===== src/rtl/pc_unit_if.sv =====
// Decoder <-> program counter control bus for picoMIPS.
// The master modport is the decoder side; the slave modport is the PC stage.
interface pc_unit_if #(
  parameter int unsigned PSIZE = 6,
  parameter int unsigned CSIZE = 8
);
  logic             PCincr;
  logic             PCrelbranch;
  logic [PSIZE-1:0] Branchoff;
  logic [PSIZE-1:0] PCout;
  logic             halted;
  logic             waiting;
  logic             wrap;
  logic [CSIZE-1:0] stall_cnt;

  modport master (
    output PCincr, PCrelbranch, Branchoff,
    input  PCout, halted, waiting, wrap, stall_cnt
  );

  modport slave (
    input  PCincr, PCrelbranch, Branchoff,
    output PCout, halted, waiting, wrap, stall_cnt
  );
endinterface


===== src/rtl/pc_unit.sv =====
// picoMIPS program counter stage with RUN/WAIT/HALT control, wrap pulse
// and a saturating consecutive-stall counter for debug LEDs.
module pc_unit #(
  parameter int unsigned Psize = 6,
  parameter int unsigned Csize = 8
) (
  input  logic     clk,
  input  logic     reset,
  pc_unit_if.slave bus
);

  typedef enum logic [1:0] {
    S_RUN  = 2'd0,
    S_WAIT = 2'd1,
    S_HALT = 2'd2
  } state_t;

  state_t           r_state;
  logic [Psize-1:0] r_pc;
  logic             r_halted;
  logic             r_waiting;
  logic             r_wrap;
  logic [Csize-1:0] r_stall;

  logic             w_adv;
  logic             w_self;
  logic             w_incr_wrap;
  logic [Psize-1:0] w_next_pc;

  // Branch beats increment; a zero-offset branch is the halt idiom.
  assign w_adv       = bus.PCrelbranch | bus.PCincr;
  assign w_self      = bus.PCrelbranch & (bus.Branchoff == '0);
  assign w_incr_wrap = bus.PCincr & ~bus.PCrelbranch & (&r_pc);
  assign w_next_pc   = bus.PCrelbranch ? Psize'(r_pc + bus.Branchoff)
                                       : Psize'(r_pc + Psize'(1));

  always_ff @(posedge clk or posedge reset) begin
    if (reset) begin
      r_state   <= S_RUN;
      r_pc      <= '0;
      r_halted  <= 1'b0;
      r_waiting <= 1'b0;
      r_wrap    <= 1'b0;
      r_stall   <= '0;
    end else begin
      r_wrap <= 1'b0;
      case (r_state)
        S_RUN, S_WAIT: begin
          if (w_self) begin
            r_state   <= S_HALT;
            r_halted  <= 1'b1;
            r_waiting <= 1'b0;
          end else if (w_adv) begin
            r_state   <= S_RUN;
            r_pc      <= w_next_pc;
            r_waiting <= 1'b0;
            r_wrap    <= w_incr_wrap;
            r_stall   <= '0;
          end else begin
            r_state   <= S_WAIT;
            r_waiting <= 1'b1;
            if (r_stall != {Csize{1'b1}})
              r_stall <= Csize'(r_stall + Csize'(1));
          end
        end
        // Frozen until reset.
        S_HALT: begin
          r_state <= S_HALT;
        end
        default: begin
          r_state   <= S_RUN;
          r_halted  <= 1'b0;
          r_waiting <= 1'b0;
        end
      endcase
    end
  end

  assign bus.PCout     = r_pc;
  assign bus.halted    = r_halted;
  assign bus.waiting   = r_waiting;
  assign bus.wrap      = r_wrap;
  assign bus.stall_cnt = r_stall;

endmodule


===== src/flat_wrapper.sv =====
// flat-port wrapper written by rule: the top's interface ports become plain ports
module pc_unit_flat 
#(
  parameter int unsigned Psize = 6,
  parameter int unsigned Csize = 8
)
  (clk, reset, bus_PCincr, bus_PCrelbranch, bus_Branchoff, bus_PCout, bus_halted, bus_waiting, bus_wrap, bus_stall_cnt);
  pc_unit_if #(.PSIZE(6), .CSIZE(8)) bus_i ();
  input  logic clk;
  input  logic reset;
  input wire logic [$bits(bus_i.PCincr)-1:0] bus_PCincr;
  input wire logic [$bits(bus_i.PCrelbranch)-1:0] bus_PCrelbranch;
  input wire logic [$bits(bus_i.Branchoff)-1:0] bus_Branchoff;
  output wire logic [$bits(bus_i.PCout)-1:0] bus_PCout;
  output wire logic [$bits(bus_i.halted)-1:0] bus_halted;
  output wire logic [$bits(bus_i.waiting)-1:0] bus_waiting;
  output wire logic [$bits(bus_i.wrap)-1:0] bus_wrap;
  output wire logic [$bits(bus_i.stall_cnt)-1:0] bus_stall_cnt;
  assign bus_i.PCincr = bus_PCincr;
  assign bus_i.PCrelbranch = bus_PCrelbranch;
  assign bus_i.Branchoff = bus_Branchoff;
  assign bus_PCout = bus_i.PCout;
  assign bus_halted = bus_i.halted;
  assign bus_waiting = bus_i.waiting;
  assign bus_wrap = bus_i.wrap;
  assign bus_stall_cnt = bus_i.stall_cnt;
  pc_unit #(.Psize(Psize), .Csize(Csize)) u_core (.clk(clk), .reset(reset), .bus(bus_i));
endmodule

===== config.mk =====
export PLATFORM = sky130hd
export DESIGN_NAME = pc_unit_flat
export DESIGN_NICKNAME = d
export VERILOG_FILES = /design/src/rtl/pc_unit_if.sv /design/src/rtl/pc_unit.sv /design/src/flat_wrapper.sv
export SDC_FILE = /design/constraint.sdc
export NUM_CORES = 1
export LEC_CHECK = 0
export ABC_CLOCK_PERIOD_IN_PS = 1600
export BUFFER_PORTS_ARGS = -buffer_cell sky130_fd_sc_hd__buf_2
export CAP_MARGIN = 30
export CORE_UTILIZATION = 35
export DETAILED_ROUTE_END_ITERATION = 7
export GPL_TIMING_DRIVEN = 1
export PLACE_DENSITY = 0.68
export SETUP_SLACK_MARGIN = 0.4
export SLEW_MARGIN = 20
export SYNTH_ARGS = -nofsm -noshare
export SYNTH_HDL_FRONTEND = slang
export SYNTH_SLANG_ARGS = --single-unit

===== constraint.sdc =====
create_clock -name clk -period 1.6 [get_ports clk]
set_input_delay 0.08 -clock clk [delete_from_list [all_inputs] [get_ports clk]]
set_output_delay 0.08 -clock clk [all_outputs]
set_load 0.05 [all_outputs]

==> flow_summary_export.csv, run 1 <==
group,metric,value,unit
synth,synth_cell_types,38,
synth,synth_edf_count,0,
timing,finalSetupViolations,3,
worst_hold_path,holdPathStages,3,
cells_and_area,final_cell_mix,"buf_4 (31), buf_2 (19), dfrtp_2 (13)",
timing,worstMarginPinSlew,543,ps
grt,grt_overflow,0,
worst_setup_path,crit_path_max_fanout,3,
cells_and_area,fin_cells,216,
placement,numPortBuffers,26,
die,die_x,58.4,um
synth,synth_top_area_share,0.426,
worst_setup_path,worstSetupStartpointType,"flip-flop",
synth,ys_ff_latch,19,
timing,fin_crit,1700,ps
pwr,cellPowerDensity,1440,nW/um2
worst_setup_path,crit_type,"reg -> reg",
die,core-area,3030,um2
cells_and_area,nNetsFinal,190,
timing,max_clock_freq,587,MHz
clocking,cts_max_path_buffers,2,
synth,async_flop_share,1.00,
clocking,cts_tree,"yes",
timing,drv_slew,0,
placement,gp_congestion,0.904,
clocking,clock_sinks,19,
clocking,cts_made_buffers,3,
detailed_routing,ant_nets,0,
timing,setup_tns,-190,ps
synth,synthCells,109,
cells_and_area,drive_above_1_share,0.616,
clocking,cts_htree_levels,1,
flow_run,max_cap_viol_count,0,
worst_hold_path,whs_endpoint,"u_core.bus.wrap",
clocking,clk_latency,300,ps
worst_setup_path,r2r-start,"u_core.bus.PCout[0]",
pwr,p_leak,0.848,nW
outcome,status,"finished, violations left",
detailed_routing,dr.first_iter.drc_count,50,
synth,syn_avg_cell_area,10.2,um2
clocking,cts.clk_slew.worst_paths,120,ps
die,num_rows,20,
synth,synthesis.area,1110,um2
die,initial_core_util,0.368,
detailed_routing,routedWlPerCell,13.8,um
detailed_routing,vias_per_cell,4.91,
grt,grt_max_degree,20,
detailed_routing,drc,0,
synth,synth_flop_cell,"dfrtp_1",
timing,layout_setup_ws,-102,ps
synth,yosysSeqAreaShare,0.426,
placement,dpl.cell_count,192,
clocking,clockRootBuffer,"clkbuf_4",
worst_setup_path,r2r_cells,6,
die,die-area,3410,um2
grt,grt_antenna_before_repair,0,
timing,period_share,1.06,
grt,grt_pass1_wl,4800,um
detailed_routing,totalWireLength,2970,um
timing,rsz0062_at_grt,"yes",
pwr,peakVddDrop,1180,uV
worst_hold_path,hold_path.class,"in -> reg",
worst_setup_path,cp_data_arrival_time,1900,ps
worst_setup_path,reg2reg_to,"u_core.bus.PCout[4]",
detailed_routing,via_count,1060,
worst_hold_path,hold_start,"bus_PCincr",
synth,syn_nets,126,
timing,clock_skew,6.72,ps
cells_and_area,area_growth,65.3,%
synth,synth_top_area_cell,"dfrtp_1",
grt,grt_pass1_vias,1081,
timing,relSlewSlack,0.635,
cells_and_area,insertedDiodeCount,0,
grt,grt_usage,0.188,
worst_setup_path,rrSetupSlack,-100,ps
timing,hold_viol,0,
placement,hpwlAfterDp,2070,um
cells_and_area,layout_commonest_cell,"buf_4",
worst_setup_path,end_kind,"flip-flop",
synth,yosys-top-cells-area,"dfrtp_1 (43%), ha_1 (6.7%), xnor2_1 (4.7%), nand2_1 (3.7%), nor2_1 (3.4%)",
die,ios,27,
detailed_routing,first_pass_iters,4,
worst_setup_path,required,1800,ps
synth,yosys_warnings,0,
outcome,violations,"setup timing",
die,die_h,58.4,um
==> synth_stat cells, types with 3 or more instances <==
cell / number
nand2_1: 11
inv_1: 3
ha_1: 6
a21oi_1: 4
xnor2_1: 6
nor2_1: 10
nand3_1: 4
nor3_1: 3
o22ai_1: 3
dfrtp_1: 19
and2_1: 4
o21ai_1: 5
==> state kept, by name, summed over array words and instances (netlist names) <==
register	count
u_core.bus.PCout	6
u_core.bus.halted	1
u_core.bus.stall_cnt	8
u_core.bus.waiting	1
u_core.bus.wrap	1
u_core.r_state	2
==> power breakdown <==
part	internal [mW]	total, mW	switching, mW
clock	0.0930	0.249	0.156
sequential	0.601	0.731	0.129
combinational	0.827	1.67	0.842
==> critical path, stage by stage (launching register included) <==
cell	delay, ps
dfrtp_2	440
ha_4	170
fa_2	340
a21o_1	170
a21oi_2	150
xnor2_1	80
mux2_4	250
==> metal layers <==
| metal | routed length, um | up-vias | global-route usage |
|---|---|---|---|
| met3 | 103 | 4 | 0.0286 |
| met5 | 0 | - | 0 |
| met2 | 1550 | 32 | 0.337 |
| met1 | 1290 | 506 | 0.223 |
| li1 | - | 518 | - |
| met4 | 36 | 0 | 0.0782 |
==> area by class of cell <==
cell class	instances	area, um2
timing repair buffer	61	463
fill	258	1180
clock inverter	1	5.00
multi-input combinational	85	795
clock buffer	3	22.5
sequential	19	492
tap	44	55.1
inverter	3	11.3
==> logic make-up (layout without fill, tap and decap cells) <==
logic type | after synthesis | count (layout) | synth area share
fa+ha+maj | 7 | 7 | 0.0853
compound gates | 23 | 23 | 0.143
simple gates | 44 | 44 | 0.227
buf+inv | 5 | 68 | 0.0247
flops | 19 | 19 | 0.426
xor+xnor | 7 | 7 | 0.0550
mux | 4 | 4 | 0.0393
==> per-stage QoR <==
stage	total power [mW]	hold slack [ps]	utilization	area, um2	setup WS [ps]
final	2.65	54.0	0.609	1840	-102
after global routing	2.83	41.7	0.609	1840	-184
after CTS	2.46	40.3	0.562	1700	-93.0
after detailed placement	2.02	121	0.502	1520	-74.2
after global placement	1.99	115	0.502	1520	-51.5
after floorplan	1.64	30.3	-	1240	-200
==> what timing repair did <==
item,in CTS,in global routing
buffers inserted,9,10
resized for setup,14,24
endpoints found under the hold margin,19,0
setup endpoints to repair,15,20
hold buffers,1,0
pin swaps,7,5
==> how the worst max path moves through the flow <==
stage	cells past startpoint	slack (ps)	start	endpoint
2_1_floorplan	6	-200	u_core.bus.PCout[0]	u_core.bus.PCout[4]
5_1_grt	6	-180	u_core.bus.PCout[1]	u_core.bus.PCout[5]
4_1_cts	6	-90	u_core.bus.PCout[0]	u_core.bus.PCout[4]
3_5_place_dp	8	-70	bus_PCrelbranch	u_core.bus.PCout[5]
3_3_place_gp	6	-50	u_core.bus.PCout[0]	u_core.bus.PCout[4]
6_report	6	-100	u_core.bus.PCout[0]	u_core.bus.PCout[4]
Note: power is estimated with default switching activity, not from simulation.
==> inputs of run 2 (changes only) <==
Settings changed: ABC_CLOCK_PERIOD_IN_PS 1600 to 1500.
Clock period 1.6 ns to 1.5 ns, I/O delays scaled along.
==> flow_summary_export.csv, run 2 (synthesis results as in run 1) <==
group,metric,value,unit
grt,grt_pass1_wl,5230,um
clocking,cts.clk_slew.worst_paths,110,ps
cells_and_area,layout_commonest_cell,"buf_4",
detailed_routing,first_pass_iters,4,
placement,dpl.cell_count,197,
placement,gp_congestion,0.835,
worst_setup_path,crit_path_max_fanout,3,
detailed_routing,dr.first_iter.drc_count,48,
worst_setup_path,required,1700,ps
worst_setup_path,cp_slowest_cell,"dfrtp_2",
worst_setup_path,path_buf_inv,0,
worst_setup_path,r2r-start,"u_core.bus.PCout[0]",
worst_setup_path,reg2reg_to,"u_core.bus.PCout[4]",
outcome,violations,"setup timing",
worst_setup_path,critical_path.cell_chain,"ha_4 -> fa_2 -> a21o_1 -> a21oi_2 -> xnor2_1 -> mux2_2",
worst_hold_path,hold_start,"bus_PCincr",
grt,grt_antenna_before_repair,0,
detailed_routing,via_count,1090,
timing,rsz0062_at_grt,"yes",
grt,grt_usage,0.207,
timing,hold_viol,0,
timing,finalSetupViolations,3,
pwr,peakVddDrop,1170,uV
detailed_routing,ant_nets,0,
timing,max_clock_freq,598,MHz
detailed_routing,drc,0,
die,ios,27,
cells_and_area,final_cell_mix,"buf_4 (24), buf_6 (18), buf_2 (13), dfrtp_2 (13), buf_8 (10)",
flow_run,max_cap_viol_count,0,
clocking,clockRootBuffer,"clkbuf_4",
worst_hold_path,hold_path.class,"in -> reg",
detailed_routing,totalWireLength,3200,um
clocking,cts_max_path_buffers,2,
worst_setup_path,end_kind,"flip-flop",
clocking,cts_htree_levels,1,
timing,holdWs,58.0,ps
pwr,finalPower,3.03,mW
timing,period_share,1.12,
grt,grt_overflow,0,
cells_and_area,n_fill_cell,230,
timing,clock_skew,14.3,ps
cells_and_area,fin_cells,223,
grt,grt_max_degree,20,
die,die-area,3410,um2
die,core-area,3030,um2
timing,worstMarginPinSlew,314,ps
die,initial_core_util,0.368,
die,num_rows,20,
worst_setup_path,rrSetupSlack,-170,ps
worst_setup_path,worstSetupStartpointType,"flip-flop",
detailed_routing,routedWlPerCell,14.3,um
cells_and_area,insertedDiodeCount,0,
pwr,cellPowerDensity,1480,nW/um2
worst_setup_path,crit_type,"reg -> reg",
cells_and_area,area_growth,83.8,%
cells_and_area,largest_reg_flops,8,
clocking,clk_latency,310,ps
grt,grt_pass1_vias,1182,
cells_and_area,nNetsFinal,197,
clocking,clock_sinks,19,
worst_setup_path,r2r_cells,6,
pwr,p_leak,0.930,nW
cells_and_area,drive_above_1_share,0.659,
worst_hold_path,whs_endpoint,"u_core.bus.wrap",
die,die_x,58.4,um
detailed_routing,vias_per_cell,4.89,
timing,fin_crit,1670,ps
worst_setup_path,critPathMaxStageDelay,440,ps
clocking,cts_tree,"yes",
timing,layout_setup_ws,-173,ps
worst_setup_path,crit_family,"adder cells",
outcome,status,"finished, violations left",
timing,drv_slew,0,
timing,relSlewSlack,0.790,
die,die_h,58.4,um
placement,numPortBuffers,26,
clocking,cts_made_buffers,3,
worst_hold_path,holdPathStages,3,
worst_setup_path,cp_data_arrival_time,1870,ps
placement,hpwlAfterDp,2140,um
[run 2: cell type report]
class / count / area (um2) / share of cell area
Tap cell: 44 / 55.1 / 0.0269
Timing Repair Buffer: 68 / 623 / 0.304
Sequential cell: 19 / 492 / 0.240
Inverter: 3 / 11.3 / 0.00549
Multi-Input combinational cell: 85 / 841 / 0.410
Clock buffer: 3 / 22.5 / 0.0110
Clock inverter: 1 / 5.00 / 0.00244
[run 2: stage by stage]
stage	setup TNS (ps)	area (um2)	worst slack, ps	utilization
3_5_place_dp	-364	1560	-181	0.514
4_1_cts	-313	1920	-178	0.636
6_report	-442	2050	-173	0.677
2_1_floorplan	-889	1240	-300	-
5_1_grt	-655	2050	-248	0.677
3_3_place_gp	-269	1560	-151	0.514
[run 2: where the power goes]
group | leakage (nW) | total [mW] | switching, mW | internal [mW]
Sequential | 0.224 | 0.780 | 0.139 | 0.641
Combinational | 0.688 | 1.97 | 0.952 | 1.02
Clock | 0.0177 | 0.278 | 0.179 | 0.0994
Total | 0.930 | 3.03 | 1.27 | 1.76
[run 2: what timing repair did]
action | CTS | global route
hold endpoints to repair | 19 | 0
gates resized for setup | 53 | 20
endpoints found under the setup margin | 24 | 29
hold buffers | 1 | 0
setup buffers | 16 | 5
pin swaps | 16 | 14
[run 2: metal layers]
layer / track usage / share of wire / vias up
li1: - / - / 527
met1: 0.232 / 0.41 / 517
met2: 0.388 / 0.53 / 37
met3: 0.0462 / 0.043 / 9
met4: 0.0680 / 0.021 / 0
met5: 0 / 0 / -
[run 2: how the worst max path moves through the flow]
| stage | to | depth (start not counted) | slack [ps] | start |
|---|---|---|---|---|
| after floorplan | u_core.bus.PCout[4] | 6 | -300 | u_core.bus.PCout[0] |
| after global placement | u_core.bus.PCout[4] | 8 | -150 | bus_Branchoff[0] |
| after detailed placement | u_core.bus.PCout[4] | 6 | -180 | u_core.bus.PCout[0] |
| after CTS | u_core.bus.PCout[4] | 6 | -180 | u_core.bus.PCout[0] |
| after global routing | u_core.bus.PCout[4] | 6 | -250 | u_core.bus.PCout[0] |
| final | u_core.bus.PCout[4] | 6 | -170 | u_core.bus.PCout[0] |
[run 2: worst min-delay path: stages]
cell and delay [ps]:
buf_2 120, nand4_1 100, nor3_2 40
